**src/rtl/reg_file_pkg.sv**
```systemverilog
// -----------------------------------------------------------------------------
// reg_file_pkg
// Shared definitions for the multi-read-port register file: default widths
// and the encoding of the CLEAR/IDLE controller state.
// -----------------------------------------------------------------------------
package reg_file_pkg;

  // Default geometry: 32 registers of 32 bits, two read ports.
  localparam int DEF_DATA_WIDTH = 32;
  localparam int DEF_ADDR_WIDTH = 5;
  localparam int DEF_NUM_RD     = 2;

  // Controller state. CLEAR walks every entry writing zero; IDLE serves
  // normal reads and writes.
  typedef enum logic {
    ST_IDLE  = 1'b0,
    ST_CLEAR = 1'b1
  } ctrl_state_e;

endpackage : reg_file_pkg

```
**src/rtl/reg_file_rd_port.sv**
```systemverilog
// -----------------------------------------------------------------------------
// reg_file_rd_port
// One registered read port of the register file. Selects between the stored
// entry and the in-flight write data (write-first bypass), forces address 0 to
// zero when the zero register is enabled, and registers the result.
//
// Ports
//   clk       : clock, rising edge
//   reset     : synchronous active-high reset, clears rd_data and rd_valid
//   busy      : file is clearing; reads are suppressed
//   rd_en     : read strobe for this port
//   rd_addr   : read address for this port
//   mem_data  : storage content at rd_addr
//   wr_en     : write strobe already qualified by the controller
//   wr_addr   : write address
//   wr_data   : write data
//   rd_data   : registered read data (holds when no read is accepted)
//   rd_valid  : one-cycle flag marking rd_data as freshly updated
// -----------------------------------------------------------------------------
module reg_file_rd_port
  import reg_file_pkg::*;
#(
  parameter int DATA_WIDTH = DEF_DATA_WIDTH,
  parameter int ADDR_WIDTH = DEF_ADDR_WIDTH,
  parameter int ZERO_REG   = 1
) (
  input  logic                  clk,
  input  logic                  reset,
  input  logic                  busy,
  input  logic                  rd_en,
  input  logic [ADDR_WIDTH-1:0] rd_addr,
  input  logic [DATA_WIDTH-1:0] mem_data,
  input  logic                  wr_en,
  input  logic [ADDR_WIDTH-1:0] wr_addr,
  input  logic [DATA_WIDTH-1:0] wr_data,
  output logic [DATA_WIDTH-1:0] rd_data,
  output logic                  rd_valid
);

  logic                  bypass_hit;
  logic                  zero_hit;
  logic                  rd_accept;
  logic [DATA_WIDTH-1:0] rd_value;

  // NOTE: every signal assigned in always_comb gets a default first, so no
  // path leaves it unassigned and no latch is inferred.
  always_comb begin
    bypass_hit = wr_en && (wr_addr == rd_addr);
    zero_hit   = (ZERO_REG != 0) && (rd_addr == '0);
    rd_value   = mem_data;
    if (bypass_hit) begin
      rd_value = wr_data;
    end
    // The zero mask is applied last so it also wins over a bypassed write
    // aimed at address 0.
    if (zero_hit) begin
      rd_value = '0;
    end
  end

  assign rd_accept = rd_en && !busy;

  // NOTE: sequential state uses non-blocking assignments so every register
  // samples pre-edge values regardless of process ordering.
  always_ff @(posedge clk) begin
    if (reset) begin
      rd_data  <= '0;
      rd_valid <= 1'b0;
    end else begin
      rd_valid <= rd_accept;
      if (rd_accept) begin
        rd_data <= rd_value;
      end
    end
  end

endmodule : reg_file_rd_port

```
**src/rtl/reg_file_mp.sv**
```systemverilog
// -----------------------------------------------------------------------------
// reg_file_mp
// Register file with one write port and NUM_RD registered read ports. After
// reset, or on clr_req while idle, a clear sequence writes zero to every entry,
// one per cycle, while busy is high. Reads and writes are locked out during
// the clear, so no stale content is ever observable.
//
// Ports
//   clk      : clock, rising edge
//   reset    : synchronous active-high reset; restarts the clear from entry 0
//   rd_en    : per-port read strobes
//   rd_addr  : packed read addresses, port i at [i*ADDR_WIDTH +: ADDR_WIDTH]
//   rd_data  : packed registered read data, port i at [i*DATA_WIDTH +: DATA_WIDTH]
//   rd_valid : per-port one-cycle flag for freshly updated rd_data
//   wr_en    : write strobe
//   wr_addr  : write address
//   wr_data  : write data
//   clr_req  : pulse requesting a clear of the whole file (ignored while busy)
//   busy     : high while the clear sequence runs
// -----------------------------------------------------------------------------
module reg_file_mp
  import reg_file_pkg::*;
#(
  parameter int DATA_WIDTH = DEF_DATA_WIDTH,
  parameter int ADDR_WIDTH = DEF_ADDR_WIDTH,
  parameter int NUM_RD     = DEF_NUM_RD,
  parameter int ZERO_REG   = 1
) (
  input  logic                         clk,
  input  logic                         reset,
  input  logic [NUM_RD-1:0]            rd_en,
  input  logic [NUM_RD*ADDR_WIDTH-1:0] rd_addr,
  output logic [NUM_RD*DATA_WIDTH-1:0] rd_data,
  output logic [NUM_RD-1:0]            rd_valid,
  input  logic                         wr_en,
  input  logic [ADDR_WIDTH-1:0]        wr_addr,
  input  logic [DATA_WIDTH-1:0]        wr_data,
  input  logic                         clr_req,
  output logic                         busy
);

  localparam int DEPTH = 2 ** ADDR_WIDTH;

  // ---------------------------------------------------------------------------
  // Clear controller
  // ---------------------------------------------------------------------------
  ctrl_state_e           state_q, state_nxt;
  logic [ADDR_WIDTH-1:0] clr_ptr_q, clr_ptr_nxt;

  always_ff @(posedge clk) begin
    if (reset) begin
      state_q   <= ST_CLEAR;
      clr_ptr_q <= '0;
    end else begin
      state_q   <= state_nxt;
      clr_ptr_q <= clr_ptr_nxt;
    end
  end

  always_comb begin
    state_nxt   = state_q;
    clr_ptr_nxt = clr_ptr_q;
    case (state_q)
      ST_CLEAR: begin
        // The pointer wraps to 0 on the last step; by then the state is
        // IDLE, so the wrapped value never drives a write.
        clr_ptr_nxt = clr_ptr_q + ADDR_WIDTH'(1);
        if (clr_ptr_q == '1) begin
          state_nxt = ST_IDLE;
        end
      end
      ST_IDLE: begin
        if (clr_req) begin
          state_nxt   = ST_CLEAR;
          clr_ptr_nxt = '0;
        end
      end
      default: begin
        state_nxt   = ST_CLEAR;
        clr_ptr_nxt = '0;
      end
    endcase
  end

  assign busy = (state_q == ST_CLEAR);

  // ---------------------------------------------------------------------------
  // Storage and its single write process
  // ---------------------------------------------------------------------------
  logic [DATA_WIDTH-1:0] mem [DEPTH];

  logic                  mem_we;
  logic [ADDR_WIDTH-1:0] mem_waddr;
  logic [DATA_WIDTH-1:0] mem_wdata;
  logic                  wr_accept;
  logic                  wr_zero_drop;

  // A user write is dropped during a clear and, with the zero register
  // enabled, when it targets address 0.
  assign wr_zero_drop = (ZERO_REG != 0) && (wr_addr == '0);
  assign wr_accept    = wr_en && !busy && !reset;

  always_comb begin
    mem_we    = 1'b0;
    mem_waddr = wr_addr;
    mem_wdata = wr_data;
    if (!reset) begin
      if (busy) begin
        mem_we    = 1'b1;
        mem_waddr = clr_ptr_q;
        mem_wdata = '0;
      end else if (wr_en && !wr_zero_drop) begin
        mem_we = 1'b1;
      end
    end
  end

  // NOTE: the array has no reset branch; its initial content is defined by
  // the clear sequence instead, which keeps it mappable onto RAM.
  always_ff @(posedge clk) begin
    if (mem_we) begin
      mem[mem_waddr] <= mem_wdata;
    end
  end

  // ---------------------------------------------------------------------------
  // Read ports
  // ---------------------------------------------------------------------------
  for (genvar g = 0; g < NUM_RD; g++) begin : g_rd
    logic [ADDR_WIDTH-1:0] port_addr;
    assign port_addr = rd_addr[g*ADDR_WIDTH +: ADDR_WIDTH];

    reg_file_rd_port #(
      .DATA_WIDTH (DATA_WIDTH),
      .ADDR_WIDTH (ADDR_WIDTH),
      .ZERO_REG   (ZERO_REG)
    ) u_rd_port (
      .clk      (clk),
      .reset    (reset),
      .busy     (busy),
      .rd_en    (rd_en[g]),
      .rd_addr  (port_addr),
      .mem_data (mem[port_addr]),
      .wr_en    (wr_accept),
      .wr_addr  (wr_addr),
      .wr_data  (wr_data),
      .rd_data  (rd_data[g*DATA_WIDTH +: DATA_WIDTH]),
      .rd_valid (rd_valid[g])
    );
  end

endmodule : reg_file_mp

```
**config.mk**
```make
export PLATFORM = sky130hd
export DESIGN_NAME = reg_file_mp
export DESIGN_NICKNAME = d
export VERILOG_FILES = /design/src/rtl/reg_file_pkg.sv /design/src/rtl/reg_file_rd_port.sv /design/src/rtl/reg_file_mp.sv
export SDC_FILE = /design/constraint.sdc
export NUM_CORES = 1
export LEC_CHECK = 0
export CAP_MARGIN = 15
export CORE_MARGIN = 3
export CORE_UTILIZATION = 40
export DETAILED_ROUTE_END_ITERATION = 7
export PLACE_DENSITY = 0.61
export SYNTH_ARGS = -nofsm -noshare
export SYNTH_HDL_FRONTEND = slang
export SYNTH_HIERARCHICAL = 1
export SYNTH_SLANG_ARGS = --single-unit
```
**constraint.sdc**
```tcl
create_clock -name clk -period 4.7 [get_ports clk]
set_input_delay 0.94 -clock clk [delete_from_list [all_inputs] [get_ports clk]]
set_output_delay 0.94 -clock clk [all_outputs]
set_load 0.1 [all_outputs]
```
==> summary.txt <==
Synthesis
  – Synth cell count leaders: mux2i_1 (1027), edfxtp_1 (1024), nand2_1 (328), a21oi_1 (201), nand3_1 (195)
  – Synth Register Bits: 1096
  – Top-count cell post-synth: mux2i_1
  – Mapped cell area: 52820 sq um
  – Synth top area cells: edfxtp_1 (58%), mux2i_1 (19%), a22oi_1 (2.7%)
  – Net count after synthesis: 3917
  – Sequential share of the synthesized area: 60.95%
  – Ys flop type: edfxtp_1
  – Yosys top cell area share: 58.22%
  – YS warnings: 6
  – Synth Instances: 3862
  – Post-synth cell types: 42
  – Dominant cell type by area after synthesis: edfxtp_1
  – Syn avg cell area: 13.68 sq um
  – EDFF count, synth: 1024
  – Ys async rst share: 0%

CTS
  – Worst-path clk slew: 60 ps
  – Clk Latency, worst-skew pair: 740 ps
  – CTS Buffer Depth: 3
  – CTS buffer count: 114
  – Cts hold-fix bufs: 0
  – Post-CTS sizing: 0
  – CTS tree: yes
  – Post-CTS Setup Bufs: 0
  – Clock sinks: 1096
  – Clk root buf: clkbuf_16
  – Max H-tree Level: 3

Timing
  – Tmin final: 3692 ps
  – Actual transition at the worst max-transition pin: 1149 ps
  – Final worst path period share: 78.54%
  – Setup TNS: 0 ps
  – FMAX: 270.9 MHz
  – Fin. max-slew vios: 0
  – Layout Skew: 24.05 ps
  – Final Setup Violations: 0
  – Relative slew slack: 23.42%
  – Final Hold Viols: 0
  – RSZ-0062 raised after global routing: no
  – Setup ws final: 1008 ps

Routing
  – Via count: 36.09k
  – Drt pass-1 iters: 6
  – DRT Wirelength: 181800 microns
  – DRC viols: 0
  – DR vias/cell: 6.215
  – Drt first-iter violations: 4625
  – Routed Antenna Nets: 0
  – Routed len/inst: 31.31 microns

Worst setup path
  – CP max stage delay: 1260 ps
  – Crit path cell chain: clkdlybuf4s50_1
  – Required time worst endpoint: 3760 ps
  – R2r setup slk: 1220 ps
  – WP depth: 1
  – Worst r2r src: busy
  – Crit path DAT: 2750 ps
  – Crit path buf inv count: 1
  – Critical path's slowest cell: clkdlybuf4s50_1
  – WS Path Type: reg -> out
  – Worst r2r path cells: 5
  – Worst setup path startpoint: busy
  – Reg2Reg Capture Point: mem[25][22]
  – Largest delay contributor family on the critical path: buffers and inverters
  – CP max FO: 20
  – Crit path to: busy
  – Worst Setup Start Kind: register
  – Worst setup EP type: output pin

Die
  – Die X: 369.4 microns
  – Core area: 130300 sq um
  – # IOs: 120
  – Initial core utilization: 40.53%
  – Die area: 136400 sq um
  – Rows: 132
  – Die H: 369.4 microns

Power and ir drop
  – P_leak: 22.43 nW
  – Pwr Density: 365.4 nW/um^2
  – Power Total: 22.12 mW
  – Max rail drop VDD: 0.0003368 V

Placed design
  – Global placement routability congestion: 0.8438
  – Placed wire-length estimate: 101700 microns
  – IO Port Bufs: 119
  – Placed cells: 5587
  – Post-place setup slack: 538.0 ps

Layout
  – Synthesis-to-layout area growth: 14.62%
  – Share of post-route cells with drive strength above 1: 11.48%
  – Final instance count without filler cells: 5806
  – Fin nets: 4016
  – Fin util: 46.46%

Global routing
  – Gr usage total: 26.02%
  – First-pass GRT wire length: 256200 microns
  – GR Overflow Total: 0
  – Initial antenna violation count: 7
  – Vias in the first global route: 35.63k
  – Largest net degree at the start of global routing: 78

Status
  – Status: finished clean

Min path
  – HP Class: reg -> reg

Job
  – Max_cap viols: 0
[per-layer routing]
metal | vias up | global-route usage [%] | routed length (microns)
li1 | 15278 | - | -
met1 | 18463 | 36.61 | 75400
met2 | 1956 | 40.08 | 81620
met3 | 388 | 4.716 | 17250
met4 | 2 | 9.915 | 7530
met5 | - | 0 | 12
[stage by stage]
step	hold WS [ps]	instance area [sq um]
6_report	467.2	60540
5_1_grt	493.1	60530
4_1_cts	463.4	60530
3_5_place_dp	444.4	56670
3_3_place_gp	444.0	56670
2_1_floorplan	486.8	52820
[cell type report]
cell class / instances / area, sq um
Tap cell: 1742 / 2180
Inverter: 4 / 15.01
Clock buffer: 148 / 3113
Sequential cell: 1096 / 32190
Antenna cell: 3 / 7.507
Clock inverter: 68 / 752.0
Fill cell: 11418 / 69770
Multi-Input combinational cell: 2463 / 19190
Timing Repair Buffer: 282 / 3088
[cells in the final DEF (no fill, tap or decap), types with 72 or more instances in the layout]
| cell | n |
|---|---|
| a21oi_1 | 198 |
| a22o_1 | 128 |
| a22oi_1 | 193 |
| buf_4 | 110 |
| clkbuf_16 | 116 |
| clkdlybuf4s50_1 | 117 |
| dfxtp_1 | 72 |
| edfxtp_1 | 1024 |
| mux2i_1 | 1027 |
| nand2_1 | 326 |
| nand3_1 | 195 |
[sequential cells by signal, summed over array words and instances (netlist names)]
name / cells
busy: 1
g_rd.u_rd_port/rd_valid: 2
mem: 1024
clr_ptr_q: 5
g_rd.u_rd_port/rd_data: 64
[worst min path at each step]
stage | from | end | depth (start not counted) | slack (ps)
3_5_place_dp | g_rd[1].u_rd_port/rd_data[2] | g_rd[1].u_rd_port/rd_data[2] | 2 | 440
5_1_grt | g_rd[0].u_rd_port/rd_data[2] | g_rd[0].u_rd_port/rd_data[2] | 2 | 490
4_1_cts | g_rd[1].u_rd_port/rd_data[2] | g_rd[1].u_rd_port/rd_data[2] | 2 | 460
2_1_floorplan | clr_ptr_q[2] | clr_ptr_q[2] | 2 | 490
6_report | g_rd[1].u_rd_port/rd_data[2] | g_rd[1].u_rd_port/rd_data[2] | 2 | 470
3_3_place_gp | g_rd[0].u_rd_port/rd_data[26] | g_rd[0].u_rd_port/rd_data[26] | 2 | 440
[power breakdown]
group / switching (mW) / internal, mW / leakage [nW] / total, mW
clock: 3.91 / 5.49 / 1.89 / 9.39
combinational: 1.29 / 0.646 / 10.6 / 1.94
sequential: 0.0381 / 10.8 / 9.95 / 10.8
[cell families (layout without fill, tap and decap cells)]
group / Yosys count / in the layout / share of synthesized area [%]
compound gates: 653 / 653 / 9.078
xor+xnor: 11 / 11 / 0.1824
fa+ha+maj: 2 / 2 / 0.04737
buf+inv: 303 / 502 / 3.345
flops: 1096 / 1096 / 60.95
mux: 1030 / 1030 / 19.58
other cells: 0 / 3 / 0
simple gates: 767 / 767 / 6.825
No activity file was read; power rests on OpenSTA's default activity.
